<file path="src/rtl/ysyx_22050598_if_fetch_pkg.sv">
// Shared definitions for the instruction-fetch stage.
//   fetch_state_e : 2-bit fetch FSM encoding
//   RESET_PC_DEF  : default PC after reset
//   NOP_INST_DEF  : default instruction presented while bubbling (addi x0,x0,0)
//   align_pc()    : clears the two low address bits of a redirect target
package ysyx_22050598_if_fetch_pkg;

    typedef enum logic [1:0] {
        S_REQ  = 2'd0,  // request being offered to imem
        S_WAIT = 2'd1,  // request accepted, waiting for the response
        S_HOLD = 2'd2,  // response captured, waiting for downstream to take it
        S_DROP = 2'd3   // wrong-path response still in flight, discard it
    } fetch_state_e;

    localparam logic [63:0] RESET_PC_DEF = 64'h0000_0000_8000_0000;
    localparam logic [31:0] NOP_INST_DEF = 32'h0000_0013;

    function automatic logic [63:0] align_pc(input logic [63:0] pc);
        return {pc[63:2], 2'b00};
    endfunction

endpackage

</file>
<file path="src/rtl/ysyx_22050598_sirv_gnrl_dfflr.sv">
// Generic load-enabled register with synchronous active-high reset.
//   clk  : clock
//   rst  : synchronous reset, loads RST_VAL
//   lden : load enable
//   dnxt : next value
//   qout : registered value
module ysyx_22050598_sirv_gnrl_dfflr #(
    parameter int              DW      = 32,
    parameter logic [DW-1:0]   RST_VAL = '0
) (
    input  logic          clk,
    input  logic          rst,
    input  logic          lden,
    input  logic [DW-1:0] dnxt,
    output logic [DW-1:0] qout
);

    always_ff @(posedge clk) begin
        if (rst)       qout <= RST_VAL;
        else if (lden) qout <= dnxt;
    end

endmodule

</file>
<file path="src/rtl/ysyx_22050598_if_fetch.sv">
// Instruction-fetch producer feeding the IF/ID register.
// Owns the PC, keeps at most one imem request in flight, and presents one
// instruction at a time with a bubble flag. EX redirects override everything
// and any wrong-path response still in flight is dropped.
//   clk, rst        : clock, synchronous active-high reset
//   if_stall        : downstream is not taking the presented instruction
//   redirect_valid  : EX redirect this cycle, target in redirect_pc
//   imem_req_*      : fetch request (valid/ready), address = pc_r
//   imem_rsp_*      : fetch response, one per accepted request
//   if_pc_o/if_inst_o/if_bubble_o : presented instruction (0 / NOP when bubbling)
module ysyx_22050598_if_fetch
    import ysyx_22050598_if_fetch_pkg::*;
#(
    parameter logic [63:0] RESET_PC = RESET_PC_DEF,
    parameter logic [31:0] NOP_INST = NOP_INST_DEF
) (
    input  logic        clk,
    input  logic        rst,
    input  logic        if_stall,
    input  logic        redirect_valid,
    input  logic [63:0] redirect_pc,
    output logic        imem_req_valid,
    input  logic        imem_req_ready,
    output logic [63:0] imem_req_addr,
    input  logic        imem_rsp_valid,
    input  logic [31:0] imem_rsp_data,
    output logic [63:0] if_pc_o,
    output logic [31:0] if_inst_o,
    output logic        if_bubble_o
);

    logic [63:0]  pc_r, pc_nxt;
    logic [1:0]   state_raw;
    fetch_state_e state, state_nxt;
    logic [31:0]  hold_buf;
    logic         buf_ld;
    logic         req_hs;
    logic         in_flight;

    ysyx_22050598_sirv_gnrl_dfflr #(.DW(64), .RST_VAL(RESET_PC)) u_pc (
        .clk(clk), .rst(rst), .lden(1'b1), .dnxt(pc_nxt), .qout(pc_r)
    );

    ysyx_22050598_sirv_gnrl_dfflr #(.DW(2), .RST_VAL(2'(S_REQ))) u_state (
        .clk(clk), .rst(rst), .lden(1'b1), .dnxt(2'(state_nxt)), .qout(state_raw)
    );

    ysyx_22050598_sirv_gnrl_dfflr #(.DW(32), .RST_VAL(32'd0)) u_buf (
        .clk(clk), .rst(rst), .lden(buf_ld), .dnxt(imem_rsp_data), .qout(hold_buf)
    );

    assign state          = fetch_state_e'(state_raw);
    assign imem_req_valid = (state == S_REQ);
    assign imem_req_addr  = pc_r;
    assign req_hs         = imem_req_valid & imem_req_ready;

    // A request is still owed a response after this cycle if it was just
    // accepted, or was accepted earlier and its response has not shown up yet.
    assign in_flight = ((state == S_REQ) & req_hs) |
                       (((state == S_WAIT) | (state == S_DROP)) & ~imem_rsp_valid);

    always_comb begin
        state_nxt   = state;
        pc_nxt      = pc_r;
        buf_ld      = 1'b0;
        if_bubble_o = 1'b1;
        if_pc_o     = 64'd0;
        if_inst_o   = NOP_INST;

        case (state)
            S_REQ: begin
                if (req_hs) state_nxt = S_WAIT;
            end
            S_WAIT: begin
                // Response is forwarded in the cycle it arrives; it is only
                // buffered if downstream cannot take it right away.
                if (imem_rsp_valid) begin
                    if_bubble_o = 1'b0;
                    if_pc_o     = pc_r;
                    if_inst_o   = imem_rsp_data;
                    if (if_stall) begin
                        buf_ld    = 1'b1;
                        state_nxt = S_HOLD;
                    end else begin
                        pc_nxt    = pc_r + 64'd4;
                        state_nxt = S_REQ;
                    end
                end
            end
            S_HOLD: begin
                if_bubble_o = 1'b0;
                if_pc_o     = pc_r;
                if_inst_o   = hold_buf;
                if (!if_stall) begin
                    pc_nxt    = pc_r + 64'd4;
                    state_nxt = S_REQ;
                end
            end
            S_DROP: begin
                if (imem_rsp_valid) state_nxt = S_REQ;
            end
            default: state_nxt = S_REQ;
        endcase

        // Redirect wins over stall and over whatever the state wanted; the
        // held instruction is abandoned simply by leaving S_HOLD.
        if (redirect_valid) begin
            if_bubble_o = 1'b1;
            if_pc_o     = 64'd0;
            if_inst_o   = NOP_INST;
            buf_ld      = 1'b0;
            pc_nxt      = align_pc(redirect_pc);
            state_nxt   = in_flight ? S_DROP : S_REQ;
        end
    end

endmodule

</file>
<file path="config.mk">
export PLATFORM = sky130hd
export DESIGN_NAME = ysyx_22050598_if_fetch
export DESIGN_NICKNAME = d
export VERILOG_FILES = /design/src/rtl/ysyx_22050598_if_fetch_pkg.sv /design/src/rtl/ysyx_22050598_sirv_gnrl_dfflr.sv /design/src/rtl/ysyx_22050598_if_fetch.sv
export SDC_FILE = /design/constraint.sdc
export NUM_CORES = 1
export LEC_CHECK = 0
export CORE_AREA = 4 4 100 172
export DETAILED_ROUTE_END_ITERATION = 10
export DIE_AREA = 0 0 104 176
export PLACE_DENSITY = 0.77
export SYNTH_ARGS = -nofsm -noshare
export SYNTH_HDL_FRONTEND = slang
export SYNTH_SLANG_ARGS = --single-unit
</file>
<file path="constraint.sdc">
create_clock -name clk -period 2.3 [get_ports clk]
set_input_delay 0.46 -clock clk [delete_from_list [all_inputs] [get_ports clk]]
set_output_delay 0.46 -clock clk [all_outputs]
set_load 0.01 [all_outputs]
</file>
==> flow_summary.ini <==
[pwr]
leakage_nw = 4.07
p_int_mw = 3.33
clockPowerShare = 0.352
power_frac_comb = 0.259
seqPwrFrac = 0.389
peakVddDrop_uv = 334
pwr_density_cell_nw_per_um2 = 461
p_sw_mw = 1.38
swShare = 0.293

[grt]
grt_pass1_wl_mm = 37.6
grt_max_degree = 66
grt_pass1_vias = 7335
antenna_found_initial = 5
overflow = 0
grtUsageTotal = 0.255

[synth]
seq_area_frac_synth = 0.317
yosys_warnings = 0
synth_edf_count = 0
syn_inst = 822
yosys.cell_types.count = 56
syn_area_um2 = 6070
ys_ff_latch = 96
synthArstFlopShare = 0
ys.flop_type = dfxtp_1
avgSynthCellArea_um2 = 7.38

[routing]
drt_iter0_markers = 382
drc = 0
viasPerCell = 5.57
routedWlPerCell_um = 18.4
wl_mm = 25.0
drt_first_pass_iters = 4
postRouteAntennaNets = 0
vias = 7587

[finish]
fin_area_um2 = 10200
area_growth_pct = 68.4
regArea_um2 = 1950
drive_gt1_frac = 0.289
final.fill_count = 1353
final_nets = 1273
final_cell_mix = 158 x clkdlybuf4s50_1, 121 x buf_4, 103 x nand2_1
final_common_cell = clkdlybuf4s50_1
multi_input_area_um2 = 4110
layoutNonFillerInstCount = 1362

[cts]
numCtsBuffers = 9
clk_path_buf_depth = 2
clk_pin_slew_ns = 0.07
cts_sinks = 96
h-tree-depth = 3
cts_root_buffer = clkbuf_16
cts_tree = done
clk-insertion-delay-late_ns = 0.35

[timing]
rsz0062_at_grt = true
min_period_over_period = 1.05
layout_setup_ws_ns = -0.109
min_period_ns = 2.41
slew_viol_final = 0
finalSetupViolCount = 13
max_freq_mhz = 415
timing.hold.ws_ns = 0.459
fin_skew_ns = 0.0124
worst_slew_pin_slew_ns = 0.790
hold_viol = 0
timing.slew.headroom = 0.473
tns_ns = -1.08

[place]
routabilityCongestion = 0.915
dpl.hpwl_mm = 17.8
io_buffers = 257
place_area_um2 = 9570
pre_cts_ws_ns = -0.465
placed_cells_incl_taps = 1316

[floorplan]
dieArea_um2 = 18300
initial_core_util = 0.382
top_level_ports = 264
rows = 61
coreArea_um2 = 15900
die_w_um = 104
die_y_um = 176

[critical_path]
cp.arrival_ns = 2.66
crit_path_max_fanout = 6
path_class = flop to flop
start_kind = flop
required_ns = 2.55
end_kind = flop

[flow_run]
maxCapViolations = 0

[min_path]
hold_path_class = flop to flop

[run_status]
violations = setup timing
outcome = finished, violations left
critical path, stage by stage, from the launching register on:
cell	delay, ns
dfxtp_4	0.37
buf_4	0.12
ha_4	0.17
mux2_4	0.24
nand2_4	0.09
or4_4	0.56
or4_1	0.52
a311oi_1	0.25
final cells by class:
class                      instances  area share
multi-input combinational        640       0.402
timing repair buffer             397       0.343
sequential                        96       0.191
clock buffer                      10      0.0245
tap                              189      0.0231
inverter                          21     0.00820
clock inverter                     6     0.00747
antenna                            3    0.000735
layer usage:
layer,vias up,global-route usage,wire (um)
met3,68,0.0626,1540
met4,4,0.133,1120
met1,3608,0.255,8900
met5,-,0,26
li1,3636,-,-
met2,271,0.482,13400
cells by family after synthesis:
family	Yosys count	share of synthesized area
buffers and inverters	89	0.0582
other	1	0.000618
and+or+nand+nor	429	0.369
xor gates and xnor gates	31	0.0448
muxes	3	0.00516
DFF	96	0.317
AOI/OAI and AO/OA	167	0.193
adders and majority gates	6	0.0124
power groups by stage:
stage | logic, mW | clock network [mW] | registers (mW)
2_1_floorplan | 0.384 | 0 | 1.91
3_3_place_gp | 1.08 | 0 | 1.86
3_5_place_dp | 1.09 | 0 | 1.87
4_1_cts | 1.16 | 1.69 | 1.83
5_1_grt | 1.30 | 1.76 | 1.84
6_report | 1.22 | 1.66 | 1.83
stage by stage:
stage | total power, mW | util
global route | 4.90 | 0.644
finish | 4.71 | 0.644
global placement | 2.94 | 0.603
floorplan | 2.30 | -
detailed placement | 2.95 | 0.603
CTS | 4.68 | 0.625
worst paths after layout:
| check | from | end | slack, ns | cells after the start |
|---|---|---|---|---|
| setup reg to reg | u_state.qout[1] | u_pc.qout[39] | -0.11 | 7 |
| hold reg to reg | u_buf.qout[24] | u_buf.qout[24] | 0.46 | 2 |
| setup / recovery | u_state.qout[1] | u_pc.qout[39] | -0.11 | 7 |
| hold / removal | u_buf.qout[24] | u_buf.qout[24] | 0.46 | 2 |
state kept, by name (all words and copies together), names as in the netlist:
signal / cells
u_buf.qout: 32
u_pc.qout: 62
u_state.qout: 2
what timing repair did:
item / in CTS / in global routing
gates cloned: 6 / 1
buffers inserted: 15 / 10
hold buffers: 0 / 0
resized for setup: 388 / 94
pin swaps: 17 / 26
endpoints found under the hold margin: 0 / 0
setup endpoints to repair: 104 / 107
cells in the mapped netlist (5+ instances only):
master     number  share of area
a2111oi_0       7          0.010
a211oi_1       34          0.042
a21oi_1        41          0.034
a22oi_1        30          0.037
a311oi_1       15          0.022
and2_1         64          0.066
and3_1         23          0.024
and4_1         18          0.026
buf_1           5         0.0031
clkbuf_1       56          0.035
dfxtp_1        96           0.32
ha_1            6          0.012
inv_1          20          0.012
nand2_1       106          0.066
nand3_1        24          0.020
nand4_1        23          0.024
nor2_1         89          0.055
nor2b_1         6         0.0062
nor3_1         23          0.019
nor4_1         15          0.015
o21ai_0        12         0.0099
o31ai_1         8         0.0099
or3_1          12          0.012
or4_1           8         0.0099
xnor2_1        20          0.029
xor2_1         11          0.016
No activity file was read; power rests on OpenSTA's default activity.
